### config.mk
export PLATFORM = sky130hd
export DESIGN_NAME = alu_datapath_multi
export DESIGN_NICKNAME = d
export VERILOG_FILES = /design/src/rtl/alu_datapath_multi_pkg.sv /design/src/rtl/alu_datapath_multi_alu_core.sv /design/src/rtl/alu_datapath_multi.sv
export SDC_FILE = /design/constraint.sdc
export NUM_CORES = 1
export LEC_CHECK = 0
export ABC_AREA = 1
export CAP_MARGIN = 20
export CORE_MARGIN = 3
export CORE_UTILIZATION = 45
export DETAILED_ROUTE_END_ITERATION = 12
export DONT_BUFFER_PORTS = 1
export PLACE_DENSITY_LB_ADDON = 0.15
export SYNTH_ARGS = -nofsm -noshare
export SYNTH_HDL_FRONTEND = slang
export SYNTH_SLANG_ARGS = --single-unit
### constraint.sdc
create_clock -name clk -period 2.1 [get_ports clk]
set_input_delay 0.42 -clock clk [delete_from_list [all_inputs] [get_ports clk]]
set_output_delay 0.42 -clock clk [all_outputs]
set_load 0.02 [all_outputs]
### src/rtl/alu_datapath_multi_pkg.sv
// alu_datapath_multi_pkg: opcode, operand-select, flag-index and FSM-state definitions
package alu_datapath_multi_pkg;
  localparam logic [3:0] OP_ADD  = 4'h0;
  localparam logic [3:0] OP_SUB  = 4'h1;
  localparam logic [3:0] OP_AND  = 4'h2;
  localparam logic [3:0] OP_OR   = 4'h3;
  localparam logic [3:0] OP_XOR  = 4'h4;
  localparam logic [3:0] OP_NOT  = 4'h5;
  localparam logic [3:0] OP_SHL  = 4'h6;
  localparam logic [3:0] OP_SHR  = 4'h7;
  localparam logic [3:0] OP_ASR  = 4'h8;
  localparam logic [3:0] OP_ROL  = 4'h9;
  localparam logic [3:0] OP_ROR  = 4'hA;
  localparam logic [3:0] OP_PASS = 4'hB;
  localparam logic [3:0] OP_MUL  = 4'hC;
  localparam logic [3:0] OP_ADC  = 4'hD;
  localparam logic [3:0] OP_CMP  = 4'hE;
  localparam logic [1:0] CU_HOLD = 2'b00;
  localparam logic [1:0] CU_R    = 2'b01;
  localparam logic [1:0] CU_DMEM = 2'b10;
  localparam logic [1:0] CU_IR   = 2'b11;
  localparam int FZ = 3;
  localparam int FN = 2;
  localparam int FC = 1;
  localparam int FV = 0;
  typedef enum logic {ST_IDLE, ST_MUL} state_e;
endpackage

### src/rtl/alu_datapath_multi_alu_core.sv
// alu_core: single-cycle combinational ALU producing result, next flags and write enables
module alu_core
  import alu_datapath_multi_pkg::*;
#(
  parameter int WIDTH = 8
) (
  input  logic [WIDTH-1:0] a,
  input  logic [WIDTH-1:0] b,
  input  logic [3:0]       op,
  input  logic [3:0]       flags_i,
  output logic [WIDTH-1:0] res,
  output logic [3:0]       flags_o,
  output logic             wr_r,
  output logic             wr_f
);
  logic [WIDTH:0] sum;
  logic [WIDTH:0] diff;
  logic           c;
  logic           v;
  always_comb begin
    sum  = {1'b0, a} + {1'b0, b} + {{WIDTH{1'b0}}, (op == OP_ADC) & flags_i[FC]};
    diff = {1'b0, a} - {1'b0, b};
    res  = a;
    c    = flags_i[FC];
    v    = 1'b0;
    wr_r = 1'b1;
    wr_f = 1'b1;
    case (op)
      OP_ADD, OP_ADC: begin
        res = sum[WIDTH-1:0];
        c   = sum[WIDTH];
        v   = (a[WIDTH-1] == b[WIDTH-1]) && (sum[WIDTH-1] != a[WIDTH-1]);
      end
      OP_SUB, OP_CMP: begin
        res  = diff[WIDTH-1:0];
        c    = ~diff[WIDTH];
        v    = (a[WIDTH-1] != b[WIDTH-1]) && (diff[WIDTH-1] != a[WIDTH-1]);
        wr_r = (op == OP_SUB);
      end
      OP_AND:  res = a & b;
      OP_OR:   res = a | b;
      OP_XOR:  res = a ^ b;
      OP_NOT:  res = ~a;
      OP_SHL: begin
        res = {a[WIDTH-2:0], 1'b0};
        c   = a[WIDTH-1];
      end
      OP_SHR: begin
        res = {1'b0, a[WIDTH-1:1]};
        c   = a[0];
      end
      OP_ASR: begin
        res = {a[WIDTH-1], a[WIDTH-1:1]};
        c   = a[0];
      end
      OP_ROL: begin
        res = {a[WIDTH-2:0], a[WIDTH-1]};
        c   = a[WIDTH-1];
      end
      OP_ROR: begin
        res = {a[0], a[WIDTH-1:1]};
        c   = a[0];
      end
      OP_PASS: res = b;
      default: begin
        wr_r = 1'b0;
        wr_f = 1'b0;
      end
    endcase
    flags_o     = '0;
    flags_o[FZ] = ~|res;
    flags_o[FN] = res[WIDTH-1];
    flags_o[FC] = c;
    flags_o[FV] = v;
  end
endmodule

### src/rtl/alu_datapath_multi.sv
// alu_datapath_multi: A/B/R register datapath around alu_core with a shift-add multi-cycle multiplier
module alu_datapath_multi
  import alu_datapath_multi_pkg::*;
#(
  parameter int WIDTH  = 8,
  parameter int MUL_EN = 1
) (
  input  logic             clk,
  input  logic             reset_alu_datapath_n,
  input  logic [WIDTH-1:0] dmem_data,
  input  logic [WIDTH-1:0] ir_operand,
  input  logic [1:0]       cu_A,
  input  logic [1:0]       cu_B,
  input  logic [3:0]       opcode,
  input  logic             RER,
  output logic [WIDTH-1:0] R,
  output logic [3:0]       flags,
  output logic             busy,
  output logic             done
);
  localparam int CW = $clog2(WIDTH + 1);
  state_e           state_q, state_d;
  logic [WIDTH-1:0] a_q, a_d, b_q, b_d, r_q, r_d, mplier_q, mplier_d;
  logic [3:0]       flags_q, flags_d;
  logic             done_q, done_d;
  logic [CW-1:0]    cnt_q, cnt_d;
  logic [2*WIDTH-1:0] mcand_q, mcand_d, acc_q, acc_d, mul_sum;
  logic [WIDTH-1:0] core_res;
  logic [3:0]       core_flags;
  logic             core_wr_r, core_wr_f;
  alu_core #(.WIDTH(WIDTH)) u_core (
    .a       (a_q),
    .b       (b_q),
    .op      (opcode),
    .flags_i (flags_q),
    .res     (core_res),
    .flags_o (core_flags),
    .wr_r    (core_wr_r),
    .wr_f    (core_wr_f)
  );
  function automatic logic [WIDTH-1:0] pick(input logic [1:0] cu, input logic [WIDTH-1:0] cur);
    return cu == CU_R ? r_q : cu == CU_DMEM ? dmem_data : cu == CU_IR ? ir_operand : cur;
  endfunction
  always_comb begin
    a_d      = a_q;
    b_d      = b_q;
    r_d      = r_q;
    flags_d  = flags_q;
    state_d  = state_q;
    done_d   = 1'b0;
    cnt_d    = cnt_q;
    mcand_d  = mcand_q;
    mplier_d = mplier_q;
    acc_d    = acc_q;
    mul_sum  = acc_q + (mplier_q[0] ? mcand_q : '0);
    if (state_q == ST_IDLE) begin
      a_d = pick(cu_A, a_q);
      b_d = pick(cu_B, b_q);
      if (RER && opcode == OP_MUL && MUL_EN != 0) begin
        state_d  = ST_MUL;
        cnt_d    = '0;
        mcand_d  = {{WIDTH{1'b0}}, a_q};
        mplier_d = b_q;
        acc_d    = '0;
      end else if (RER) begin
        r_d     = core_wr_r ? core_res : r_q;
        flags_d = core_wr_f ? core_flags : flags_q;
        done_d  = 1'b1;
      end
    end else begin
      // one partial product per cycle; the last step writes back straight from the adder
      acc_d    = mul_sum;
      mcand_d  = mcand_q << 1;
      mplier_d = mplier_q >> 1;
      cnt_d    = cnt_q + CW'(1);
      if (cnt_q == CW'(WIDTH - 1)) begin
        state_d     = ST_IDLE;
        r_d         = mul_sum[WIDTH-1:0];
        flags_d[FZ] = ~|mul_sum[WIDTH-1:0];
        flags_d[FN] = mul_sum[WIDTH-1];
        flags_d[FC] = |mul_sum[2*WIDTH-1:WIDTH];
        flags_d[FV] = |mul_sum[2*WIDTH-1:WIDTH];
        done_d      = 1'b1;
      end
    end
  end
  always_ff @(posedge clk or negedge reset_alu_datapath_n) begin
    if (!reset_alu_datapath_n) begin
      state_q  <= ST_IDLE;
      a_q      <= '0;
      b_q      <= '0;
      r_q      <= '0;
      flags_q  <= '0;
      done_q   <= 1'b0;
      cnt_q    <= '0;
      mcand_q  <= '0;
      mplier_q <= '0;
      acc_q    <= '0;
    end else begin
      state_q  <= state_d;
      a_q      <= a_d;
      b_q      <= b_d;
      r_q      <= r_d;
      flags_q  <= flags_d;
      done_q   <= done_d;
      cnt_q    <= cnt_d;
      mcand_q  <= mcand_d;
      mplier_q <= mplier_d;
      acc_q    <= acc_d;
    end
  end
  assign R     = r_q;
  assign flags = flags_q;
  assign busy  = (state_q == ST_MUL);
  assign done  = done_q;
endmodule
== Word level (Yosys, flattened, before mapping) ==
Cells that the tools add are included.

* Reduce and logical (&&, ||, !) cells: 27
* Equality and inequality tests: 27
* Add/subtract/negate cells: 5
* Bitwise operators: 7
* Muxes and demuxes: 37

{| class="wikitable"
|+ Operator list
! operator !! count
|-
| two-way mux 8 bit || 13
|-
| one-hot mux 8 bit (12 select lines) || 1
|-
| two-way mux 16 bit || 5
|-
| equality test 4 bit (second input constant) || 7
|-
| two-way mux 4 bit || 7
|-
| OR reduction 8 bit || 3
|-
| equality test 4 x 3 -> 1 bit (second input constant) || 5
|-
| adder 16 bit || 1
|-
| OR reduction 14 bit || 1
|-
| OR reduction 12 bit || 1
|-
| adder 8 x 8 -> 9 bit || 1
|-
| adder 9 x 1 -> 9 bit || 1
|-
| subtractor 8 x 8 -> 9 bit || 1
|-
| bitwise AND 8 bit || 1
|-
| equality test 2 bit (second input constant) || 4
|-
| equality test 4 x 2 -> 1 bit (second input constant) || 2
|-
| two-way mux 1 bit || 8
|-
| inverter 8 bit || 1
|-
| bitwise OR 8 bit || 1
|-
| AND reduction 4 bit || 2
|-
| nonzero test 2 bit || 4
|-
| XOR 8 bit || 1
|-
| nonzero test 3 bit || 2
|-
| OR reduction 2 bit || 3
|-
| other kinds (18) || 27
|}

* Output and inout bits: 14
* Flip-flop bits (word level): 74
* Word-level logic and storage cells: 114
* Input port bits: 27

== Logic depth before layout (Yosys ltp) ==
Gate-level depths: netlist of the first run.

* Word-level depth: 10
* Mapped depth: 20
* Mapped depth without buffers: 18

== Hierarchy ==
Synthesis of the first run repeated with hierarchy kept, for this count alone.

* Cell total of the unflattened synthesis: 970
* Area total of the unflattened synthesis: 6,358.6 um^2

{| class="wikitable"
|+ Modules (own cells, without submodules)
! module !! area an instance (um^2) !! instances !! cells an instance !! sequential area each (um^2)
|-
| alu_datapath_multi || 4,535.6 || 1 || 609 || 1,851.8
|-
| alu_core || 1,823.0 || 1 || 361 || 0.0
|}

== Worst setup path before layout of the first run ==
No wires, ideal clock.

* Path type: input port to flip-flop
* From: input port opcode[0]
* To: register flags_q[3] (netlist: flags[3])
* Slack: -449 ps
* Required time: 2,023 ps
* Path buffers: 0
* Arrival time: 2,472 ps
* Library setup time: 77 ps
* Cell stages on the path: 16
* Cells stage by stage: inv_1 -> nor2_2 -> nand3_1 -> fa_1 -> fa_1 -> inv_1 -> nand3_1 -> nand2_1 -> nand2_1 -> nand3_1 -> nand3_1 -> nor3_1 -> nand3_1 -> nor2_1 -> nand2_1 -> a21oi_1

* Cells in the longest elaborated chain, start to end: 10
* Elaborated cells between the ends (all ways): 32

{| class="wikitable"
|+ RTL lines
! what !! line !! text
|-
| start, declared || alu_datapath_multi.sv:14 || <nowiki>input logic [3:0] opcode,</nowiki>
|-
| equality test 4 bit || alu_datapath_multi_alu_core.sv:21, alu_datapath_multi_alu_core.sv:28 ||
|-
| bitwise AND 1 bit || alu_datapath_multi_alu_core.sv:21 || <nowiki>sum = {1'b0, a} + {1'b0, b} + {{WIDTH{1'b0}}, (op == OP_ADC) & flags_i[FC]};</nowiki>
|-
| adder 9 x 1 -> 9 bit || alu_datapath_multi_alu_core.sv:21 ||
|-
| one-hot mux 8 bit (12 select lines) || alu_datapath_multi_alu_core.sv:28 || <nowiki>case (op)</nowiki>
|-
| OR reduction 8 bit || alu_datapath_multi_alu_core.sv:71 || <nowiki>flags_o[FZ] = ~|res;</nowiki>
|-
| zero test 1 bit || alu_datapath_multi_alu_core.sv:71 ||
|-
| two-way mux 4 bit || alu_datapath_multi.sv:67 || <nowiki>flags_d = core_wr_f ? core_flags : flags_q;</nowiki>
|-
| two-way mux 4 bit || alu_datapath_multi.sv:65 || <nowiki>end else if (RER) begin</nowiki>
|-
| two-way mux 4 bit || alu_datapath_multi.sv:59 || <nowiki>if (RER && opcode == OP_MUL && MUL_EN != 0) begin</nowiki>
|-
| two-way mux 4 bit || alu_datapath_multi.sv:56 || <nowiki>if (state_q == ST_IDLE) begin</nowiki>
|-
| end signal, assigned || alu_datapath_multi.sv:104 || <nowiki>flags_q <= flags_d;</nowiki>
|-
| end, declared || alu_datapath_multi.sv:24 || <nowiki>logic [3:0] flags_q, flags_d;</nowiki>
|}

Several ways; a longest one is shown, not always the timed one. The select of a mux whose other input is x is not followed.
A chain may end at the register's enable or synchronous reset.

== Worst setup path in the final report of the first run ==
* From: register mplier_q[0]
* To: register flags_q[1] (netlist: flags[1])

* Cells in the longest elaborated chain, start to end: 5

{| class="wikitable"
|+ RTL lines
! what !! line !! text
|-
| start, declared || alu_datapath_multi.sv:23 || <nowiki>logic [WIDTH-1:0] a_q, a_d, b_q, b_d, r_q, r_d, mplier_q, mplier_d;</nowiki>
|-
| start signal, assigned || alu_datapath_multi.sv:108 || <nowiki>mplier_q <= mplier_d;</nowiki>
|-
| two-way mux 16 bit || alu_datapath_multi.sv:55 || <nowiki>mul_sum = acc_q + (mplier_q[0] ? mcand_q : '0);</nowiki>
|-
| adder 16 bit || alu_datapath_multi.sv:55 ||
|-
| OR reduction 8 bit || alu_datapath_multi.sv:81 || <nowiki>flags_d[FC] = |mul_sum[2*WIDTH-1:WIDTH];</nowiki>
|-
| two-way mux 4 bit || alu_datapath_multi.sv:76 || <nowiki>if (cnt_q == CW'(WIDTH - 1)) begin</nowiki>
|-
| two-way mux 4 bit || alu_datapath_multi.sv:56 ||
|}

No other way between the ends. The select of a mux whose other input is x is not followed.

==> reports/summary.md, run 1 <==
The run finished, with violations left. The leakage power of the design came out at 4.30 nW. Across every metal layer, demand over resource in global routing totals 28.2%.

In the final layout, the share of cells above drive strength 1 is 30.5%. The number of design-rule violations left by the first detailed-router iteration was 684. In this run the most used layer during global routing was met2. After detailed routing, the number of remaining DRC violations is 0.

In the routed layout, each cell is associated on average with a via count of 5.48. The instance count after placement with tap cells included was 1213; the power density over the cells was 1460 nW/um2. In the finished design, the share of the clock period the worst path needs comes to 114%. After synthesis, the netlist uses 37 different library cells. TritonCTS built the clock tree.

For the count of antenna diodes in the layout, the log shows 0. The worst relative slew slack was 68.8%. The floorplan has 41 rows.

The tools report the post-route worst setup slack as -0.284 ns. Number of input and output port buffers inserted: 0. The kind of critical path is flop to flop. The worst min-delay path category is primary input to async pin. The flip-flop cell with the highest count after synthesis is sky130_fd_sc_hd__dfrtp_1. The worst endpoint required time is 2.32 ns, and the met1 capacity usage during global routing is 38.9%. The biggest area contributor in the post-synthesis netlist is sky130_fd_sc_hd__dfrtp_1. In the post-synthesis netlist, the biggest area contributors are sky130_fd_sc_hd__dfrtp_1, sky130_fd_sc_hd__nand2_1, sky130_fd_sc_hd__ha_1, sky130_fd_sc_hd__inv_1, sky130_fd_sc_hd__nand3_1. Derived from the worst setup path, the maximum achievable clock frequency is 0.420 GHz. The core region is 12900 um2. The run gives -0.220 ns as the worst hold-check slack. After synthesis, the most frequently instantiated cells are sky130_fd_sc_hd__nand2_1, sky130_fd_sc_hd__inv_1, sky130_fd_sc_hd__nor2_1.

The die is 122 um wide. The first global-routing pass estimated 32700 um of wire. For this run, global-route usage on met3 was measured as 5.20%.

The tools report the maximum number of pins on one net before global-route repair as 75. VDD sags by at most 725 uV. The slew at the pin closest to its max-slew limit was 0.467 ns; the post-route setup TNS was -1.64 ns. Number of antenna violations at the first check in global routing: 0. The final core area utilization was 65.1%.

The run gives 6270 as the via count of the first global-routing pass. For the total setup violations reported at the end of the flow, the log shows 12. The total length of routed wires is 22100 um.

The proportion of synthesized chip area in sequential cells was 30.5%; the share of the synthesized area in the top cell type was 30.5%. The run gives 0 as the number of antenna-violating nets in the routed design. The number of nets in the final layout is 1137.

The clock reaches the later pin of the worst-skew pair after 0.33 ns. The effective utilization at floorplan is 47.0%, and the I/O pin count is 41. Sort of element at the end of the critical path: a flop.

The area growth from synthesis to layout is 38.7%. The run gives 1.02 as the weighted congestion at the end of routability-driven global placement. The tool flagged a number of max-cap violations equal to 0. Counting every sink on the clock net gives 74. After synthesis, the share of flip-flops with an asynchronous set or reset is 100%. For the final-report max-slew violation count, the log shows 0. The post-route minimum period is 2.38 ns, and the number of flip-flops and latches in the synthesized netlist is 74. The first detailed-routing pass ran for 6 iterations.

Cell with the most instances after synthesis: sky130_fd_sc_hd__nand2_1. The routed wirelength normalized by instance count works out to 17.8 um. Detailed placement HPWL: 15900 um. STA classifies the critical path startpoint as a flop.

The tools report the number of vias in the routed layout as 6803. In this run the clock root is driven by a sky130_fd_sc_hd__clkbuf_16. The level count of the clock H-tree is 3, and the clock-pin slew on the worst setup and hold paths is 0.06 ns.

The netlist area before placement was 6070 um2; the arrival time of the worst setup path was 2.60 ns. The die area is 14900 um2, and the global-route congestion overflow total is 0. The final number of hold-violating endpoints is 74, and the maximum fanout encountered on the critical timing path is 5.

The tools report the final setup skew as 0.00698 ns. The die is 122 um tall. Each instance of the synthesized netlist takes up on average 6.51 um2. Count of synthesis-stage warnings from yosys: 0.

The run gives -0.362 ns as the pre-CTS setup slack. The number of nets handed over by synthesis was 1003. The final reports fail on hold timing, setup timing. The post-synthesis instance total came out at 932. In this run, CTS created clock tree buffers numbering 9. Yosys mapped a number of flops with a built-in enable equal to 0.

Buffer levels on the longest clock path: 2. Global routing used 44.4% of the available met2 tracks. Final instance count without filler cells: 1242. Setup repair after global routing could not meet its margin everywhere.
-- kinds of logic (layout without fill, tap and decap cells) --
logic type	count (synthesis)	after routing	synth area share, %
simple gates	504	504	34.5
xor+xnor	10	10	1.44
compound gates	149	149	14.4
buf+inv	151	289	9.62
flops	74	74	30.5
fa+ha+maj	44	44	9.56
-- worst paths after layout --
| check | cells after the start | to | from | slack (ns) |
|---|---|---|---|---|
| max in group asynchronous | 0 | flags[2] | reset_alu_datapath_n | 2.19 |
| hold reg to reg | 2 | mcand_q[15] | mcand_q[15] | 0.49 |
| setup reg to reg | 19 | flags[1] | mplier_q[0] | -0.28 |
| hold / removal | 0 | acc_q[3] | reset_alu_datapath_n | -0.22 |
| setup / recovery | 19 | flags[1] | mplier_q[0] | -0.28 |
| min in group clk | 2 | a_q[3] | ir_operand[3] | 0.30 |
-- routing by layer --
layer	share of wire [%]	vias up	wire (um)
li1	-	3302	-
met1	43	3188	9480
met2	47	257	10300
met3	6.7	56	1470
met4	3.8	0	832
met5	0	-	0
-- worst max-delay path, cell delays in order (launching register included) --
cell,delay (ns)
sky130_fd_sc_hd__dfrtp_2,0.47
sky130_fd_sc_hd__clkbuf_16,0.19
sky130_fd_sc_hd__nand2_2,0.06
sky130_fd_sc_hd__inv_2,0.05
sky130_fd_sc_hd__ha_4,0.29
sky130_fd_sc_hd__nand2_2,0.05
sky130_fd_sc_hd__inv_2,0.09
sky130_fd_sc_hd__nand2_2,0.07
sky130_fd_sc_hd__nand2_2,0.08
sky130_fd_sc_hd__inv_2,0.04
sky130_fd_sc_hd__nor2_1,0.13
sky130_fd_sc_hd__nor2_1,0.09
sky130_fd_sc_hd__nand2_1,0.09
sky130_fd_sc_hd__nand2_1,0.06
sky130_fd_sc_hd__nand2_1,0.09
sky130_fd_sc_hd__nand2_1,0.07
sky130_fd_sc_hd__nor2_2,0.12
sky130_fd_sc_hd__nand2_2,0.08
sky130_fd_sc_hd__nand2_2,0.09
sky130_fd_sc_hd__a21oi_2,0.05
-- per-stage QoR --
step	power (W)	cell area [um2]
6_report	0.0123	8420
5_1_grt	0.0131	8420
4_1_cts	0.0114	7790
3_5_place_dp	0.00957	7310
3_3_place_gp	0.00955	7310
2_1_floorplan	0.00642	6170
-- cell type report --
cell class / count / area (um2)
fill: 1123 / 4510
multi-input combinational: 707 / 4350
sequential: 74 / 1850
timing repair buffer: 154 / 1230
inverter: 120 / 473
clock buffer: 10 / 239
tap: 172 / 215
clock inverter: 5 / 55.1
-- sequential cells by signal (all words and copies together), names as in the netlist --
name,cells
a_q,8
R,8
mplier_q,8
busy,1
mcand_q,16
acc_q,16
flags,4
b_q,8
cnt_q,4
done,1
-- power by group --
part | switching, W | internal (W) | total [W]
logic | 0.00450 | 0.00348 | 0.00798
clock network | 0.000605 | 0.000941 | 0.00155
registers | 0.000726 | 0.00203 | 0.00276
-- cells in the final DEF, fill, tap and decap left out, types with 6 or more instances in the layout --
cell | Yosys | layout
sky130_fd_sc_hd__nand2_1 | 304 | 257
sky130_fd_sc_hd__buf_4 | 1 | 143
sky130_fd_sc_hd__inv_1 | 117 | 93
sky130_fd_sc_hd__nor2_1 | 84 | 75
sky130_fd_sc_hd__dfrtp_1 | 74 | 73
sky130_fd_sc_hd__nand3_1 | 79 | 67
sky130_fd_sc_hd__o21ai_0 | 51 | 40
sky130_fd_sc_hd__nand2_2 | 0 | 33
sky130_fd_sc_hd__o211ai_1 | 24 | 24
sky130_fd_sc_hd__ha_1 | 40 | 24
sky130_fd_sc_hd__inv_2 | 2 | 21
sky130_fd_sc_hd__a21oi_1 | 36 | 18
sky130_fd_sc_hd__o22ai_1 | 17 | 16
sky130_fd_sc_hd__nand4_1 | 16 | 16
sky130_fd_sc_hd__ha_4 | 0 | 16
sky130_fd_sc_hd__nand2_4 | 0 | 14
sky130_fd_sc_hd__a21oi_2 | 0 | 14
sky130_fd_sc_hd__nand3_2 | 0 | 11
sky130_fd_sc_hd__clkbuf_16 | 0 | 10
sky130_fd_sc_hd__o21ai_1 | 3 | 9
sky130_fd_sc_hd__nor2_2 | 3 | 8
sky130_fd_sc_hd__buf_6 | 1 | 7
sky130_fd_sc_hd__nand3b_1 | 6 | 6
sky130_fd_sc_hd__a31oi_1 | 6 | 6
-- repair_timing --
action / 4_1_cts / 5_1_grt
resized for setup: 39 / 149
endpoints found under the hold margin: 74 / 74
setup endpoints to repair: 10 / 18
gates cloned: 0 / 1
pin swaps: 10 / 57
buffers inserted: 3 / 12
Power figures use the tool's default switching activity.
==> inputs of run 2 (changes only) <==
--- a/config.mk
+++ b/config.mk
@@ -12,6 +12,7 @@
 export DETAILED_ROUTE_END_ITERATION = 12
 export DONT_BUFFER_PORTS = 1
 export PLACE_DENSITY_LB_ADDON = 0.15
+export REMOVE_ABC_BUFFERS = 1
 export SYNTH_ARGS = -nofsm -noshare
 export SYNTH_HDL_FRONTEND = slang
 export SYNTH_SLANG_ARGS = --single-unit
==> constraint.sdc (replaced) <==
create_clock -name clk -period 2.1 [get_ports clk]
set_input_delay 0.21 -clock clk [delete_from_list [all_inputs] [get_ports clk]]
set_output_delay 0.21 -clock clk [all_outputs]
set_load 0.02 [all_outputs]
==> run 2 against run 1 <==
Compared with the run above: the run ends with setup timing left; critical endpoint is now flags[3]; utilization increased by 2.4 points; cell count is 0.64% higher; highest routed layer unchanged; routed wire length is 4.3% higher; cell area is 3.7% higher.
==> reports/summary.md, run 2 (synthesis gave the netlist of run 1 again) <==
The flow ran to the end, but the final reports show violations. Violated checks: setup timing (was hold timing, setup timing). The ratio of routed vias to standard cells came out at 5.68 (was 5.48). The tools report the sort of element at the end of the critical path as a flop (unchanged). For the buffer levels on the longest clock path, the log shows 2 (unchanged). For the total track usage, the log shows 28.8% (was 28.2%). The worst hold-check slack came out at 0.0662 ns (was -0.220 ns).

The total number of placement rows came out at 41 (unchanged). The longest individual stage delay on the worst path came out at 0.42 ns (was 0.47 ns). For the final-report max-slew violation count, the log shows 0 (unchanged). For the total setup violations reported at the end of the flow, the log shows 21 (was 12). Worst endpoint required time: 2.37 ns (was 2.32 ns).

Leading registers by flop count: acc_q: 16 flops, mcand_q: 16 flops (unchanged). The number of nets in the final layout came out at 1145 (was 1137). The worst hold path begins at ir_operand[3]. Setup repair after global routing could not meet its margin everywhere. Share of post-route cells with drive strength above 1: 33.4% (was 30.5%). Number of antenna violations at the first check in global routing: 0 (unchanged). The tools report the buffer type at the clock tree root as sky130_fd_sc_hd__clkbuf_16 (unchanged).

Post-route minimum period: 2.56 ns (was 2.38 ns). The buffer and inverter count on the worst path was 2 (was 4); the clock-pin slew on the worst setup and hold paths was 0.06 ns (about the same). For the leakage power of the design, the log shows 4.47 nW (was 4.30 nW). The clock latency at the later pin of the worst-skew pair is 0.34 ns (was 0.33 ns). The layout overhead on the synthesized area is 43.8% (was 38.7%).

The maximum fanout encountered on the critical timing path is 2 (was 5). Commonest non-fill, non-tap cell in the layout: sky130_fd_sc_hd__nand2_1 (unchanged). The startpoint of the most critical setup path was a_q[0] (was mplier_q[0]).

The tools report the via count of the first global-routing pass as 6400 (was 6270). The tools report the post-route worst setup slack as -0.457 ns (was -0.284 ns). The routed wirelength normalized by instance count came out at 18.4 um (was 17.8 um).

The level count of the clock H-tree is 3 (unchanged). The final instance count without filler cells was 1250 (was 1242); the maximum number of pins on one net before global-route repair was 75 (unchanged). Arrival time of the worst setup path: 2.83 ns (was 2.60 ns). For the weighted congestion at the end of routability-driven global placement, the log shows 0.995 (was 1.02). The number of DRC violations after detailed routing is 0 (unchanged), and the effective utilization at floorplan is 47.0% (unchanged). The number of vias in the routed layout was 7103 (was 6803).

The logs give 789 uV (was 725 uV) for the peak supply drop and 41 (unchanged) for the I/O pin count. The number of buffers added by the clock tree synthesis step came out at 9 (unchanged). The power consumption is 0.0129 W (was 0.0123 W), and the detailed placement HPWL is 15600 um (was 15900 um).

TritonCTS built the clock tree. The instance count after placement with tap cells included is 1207 (was 1213). The startpoint of the lowest-slack register-to-register path is a_q[0] (was mplier_q[0]).

The cell type of the slowest stage on the worst timing path was sky130_fd_sc_hd__fa_2 (was sky130_fd_sc_hd__dfrtp_2). The number of design-rule violations left by the first detailed-router iteration was 739 (was 684). Commonest cells after routing, fill and taps aside: sky130_fd_sc_hd__nand2_1, sky130_fd_sc_hd__buf_4, sky130_fd_sc_hd__inv_1 (unchanged). The die extent in y was 122 um (unchanged). The category of cells accounting for the largest share of critical-path delay was simple AND/OR/NAND/NOR gates (unchanged). The tools report the worst relative slew slack as 65.1% (was 68.8%). Number of input and output port buffers inserted: 0 (unchanged).

The count of antenna diodes in the layout came out at 0 (unchanged). For the number of clock sinks, the log shows 74 (unchanged). The number of optimization iterations in the first detailed-route pass came out at 6 (unchanged). The tools report the die area as 14900 um2 (unchanged). The tools report the category of the worst setup path launch point as a flop (unchanged). The slew at the pin closest to its max-slew limit was 0.510 ns (was 0.467 ns); the worst-case register-to-register setup slack was -0.46 ns (was -0.28 ns). The kind of critical path is flop to flop (unchanged). The power density over the cells came out at 1480 nW/um2 (was 1460 nW/um2). The number of antenna-violating nets in the routed design is 0 (unchanged). Area of the core: 12900 um2 (unchanged). The worst min-delay path category is primary input to flop (was primary input to async pin). Wire length of the first global-routing pass: 33300 um (was 32700 um). The run gives 0 (was 74) as the final number of hold-violating endpoints.

Cell Chain, Critical Path: inv_2 -> fa_2 -> fa_2 -> buf_6 -> xnor2_2 -> nand2_1 -> nand2_1 -> nor2_1 -> nand4_1 -> nor2_1 -> nand3_1 -> nor2_1 -> nand2_1 -> a21oi_2 (was clkbuf_16 -> nand2_2 -> inv_2 -> ha_4 -> nand2_2 -> inv_2 -> nand2_2 -> nand2_2 -> inv_2 -> nor2_1 -> nor2_1 -> nand2_1 -> nand2_1 -> nand2_1 -> nand2_1 -> nor2_2 -> nand2_2 -> nand2_2 -> a21oi_2). The final setup skew is 0.00782 ns (was 0.00698 ns). The total length of routed wires was 23000 um (was 22100 um). The final critical-path share of the clock period works out to 122% (was 114%).

The global-route congestion overflow total is 0 (unchanged). The total of max-cap violations was 0 (unchanged); the highest attainable clock frequency was 0.391 GHz (was 0.420 GHz). X dimension of the die: 122 um (unchanged).
run 2: cell types whose count changed in the layout (fill, tap and decap cells not counted), moves of 5 or more:
cell / before / now
sky130_fd_sc_hd__nand3_2: 11 / 17
sky130_fd_sc_hd__buf_6: 7 / 21
sky130_fd_sc_hd__nand2_1: 257 / 248
sky130_fd_sc_hd__o21ai_2: 5 / 10
sky130_fd_sc_hd__buf_4: 143 / 135
sky130_fd_sc_hd__nand3_1: 67 / 61
sky130_fd_sc_hd__nand2_4: 14 / 19
sky130_fd_sc_hd__o21ai_1: 9 / 4
run 2: power breakdown:
group	leakage (nW)	internal (W)	switching (W)
Clock	0.140	0.000941	0.000610
Combinational	3.38	0.00380	0.00480
Sequential	0.949	0.00203	0.000744
Total	4.47	0.00678	0.00615
run 2: final cells by class:
class                   instances  area [um2]
multi-input cells             707        4540
fillers                      1036        4200
flip-flops and latches         74        1850
repair buffers                162        1360
inverters                     120         467
clock buffers                  10         239
well taps                     172         215
clock inverters                 5        55.1
run 2: path summary, 6_finish.rpt:
| check | endpoint | depth (start not counted) |
|---|---|---|
| min reg2reg | mcand_q[15] | 2 |
| max reg2reg | flags[3] | 14 |
| max | flags[3] | 14 |
| min in group asynchronous | mcand_q[4] | 2 |
| min | a_q[3] | 2 |
| max in group asynchronous | mplier_q[0] | 2 |
run 2: stage by stage:
step	TNS [ns]	setup WS [ns]	utilization [%]	cell area, um2
2_1_floorplan	-28.49	-0.828	-	5940
3_3_place_gp	-2.73	-0.355	55.6	7180
3_5_place_dp	-3.19	-0.394	55.6	7180
4_1_cts	-0.788	-0.216	62.1	8030
5_1_grt	-6.07	-0.626	67.5	8730
6_report	-4.66	-0.457	67.5	8730
run 2: layer usage:
metal,up-vias,part of all wire (%),GRT usage [%]
met1,3347,44,43.0
met4,0,2.8,7.49
met3,62,9.5,5.11
met2,365,44,43.1
met5,-,0,0
li1,3329,-,-
run 2: what timing repair did:
action | 4_1_cts | 5_1_grt
setup endpoints to repair | 19 | 21
pin swaps | 49 | 61
gates resized for setup | 104 | 159
hold endpoints to repair | 74 | 0
buffers inserted | 10 | 22
hold buffers | 2 | 0
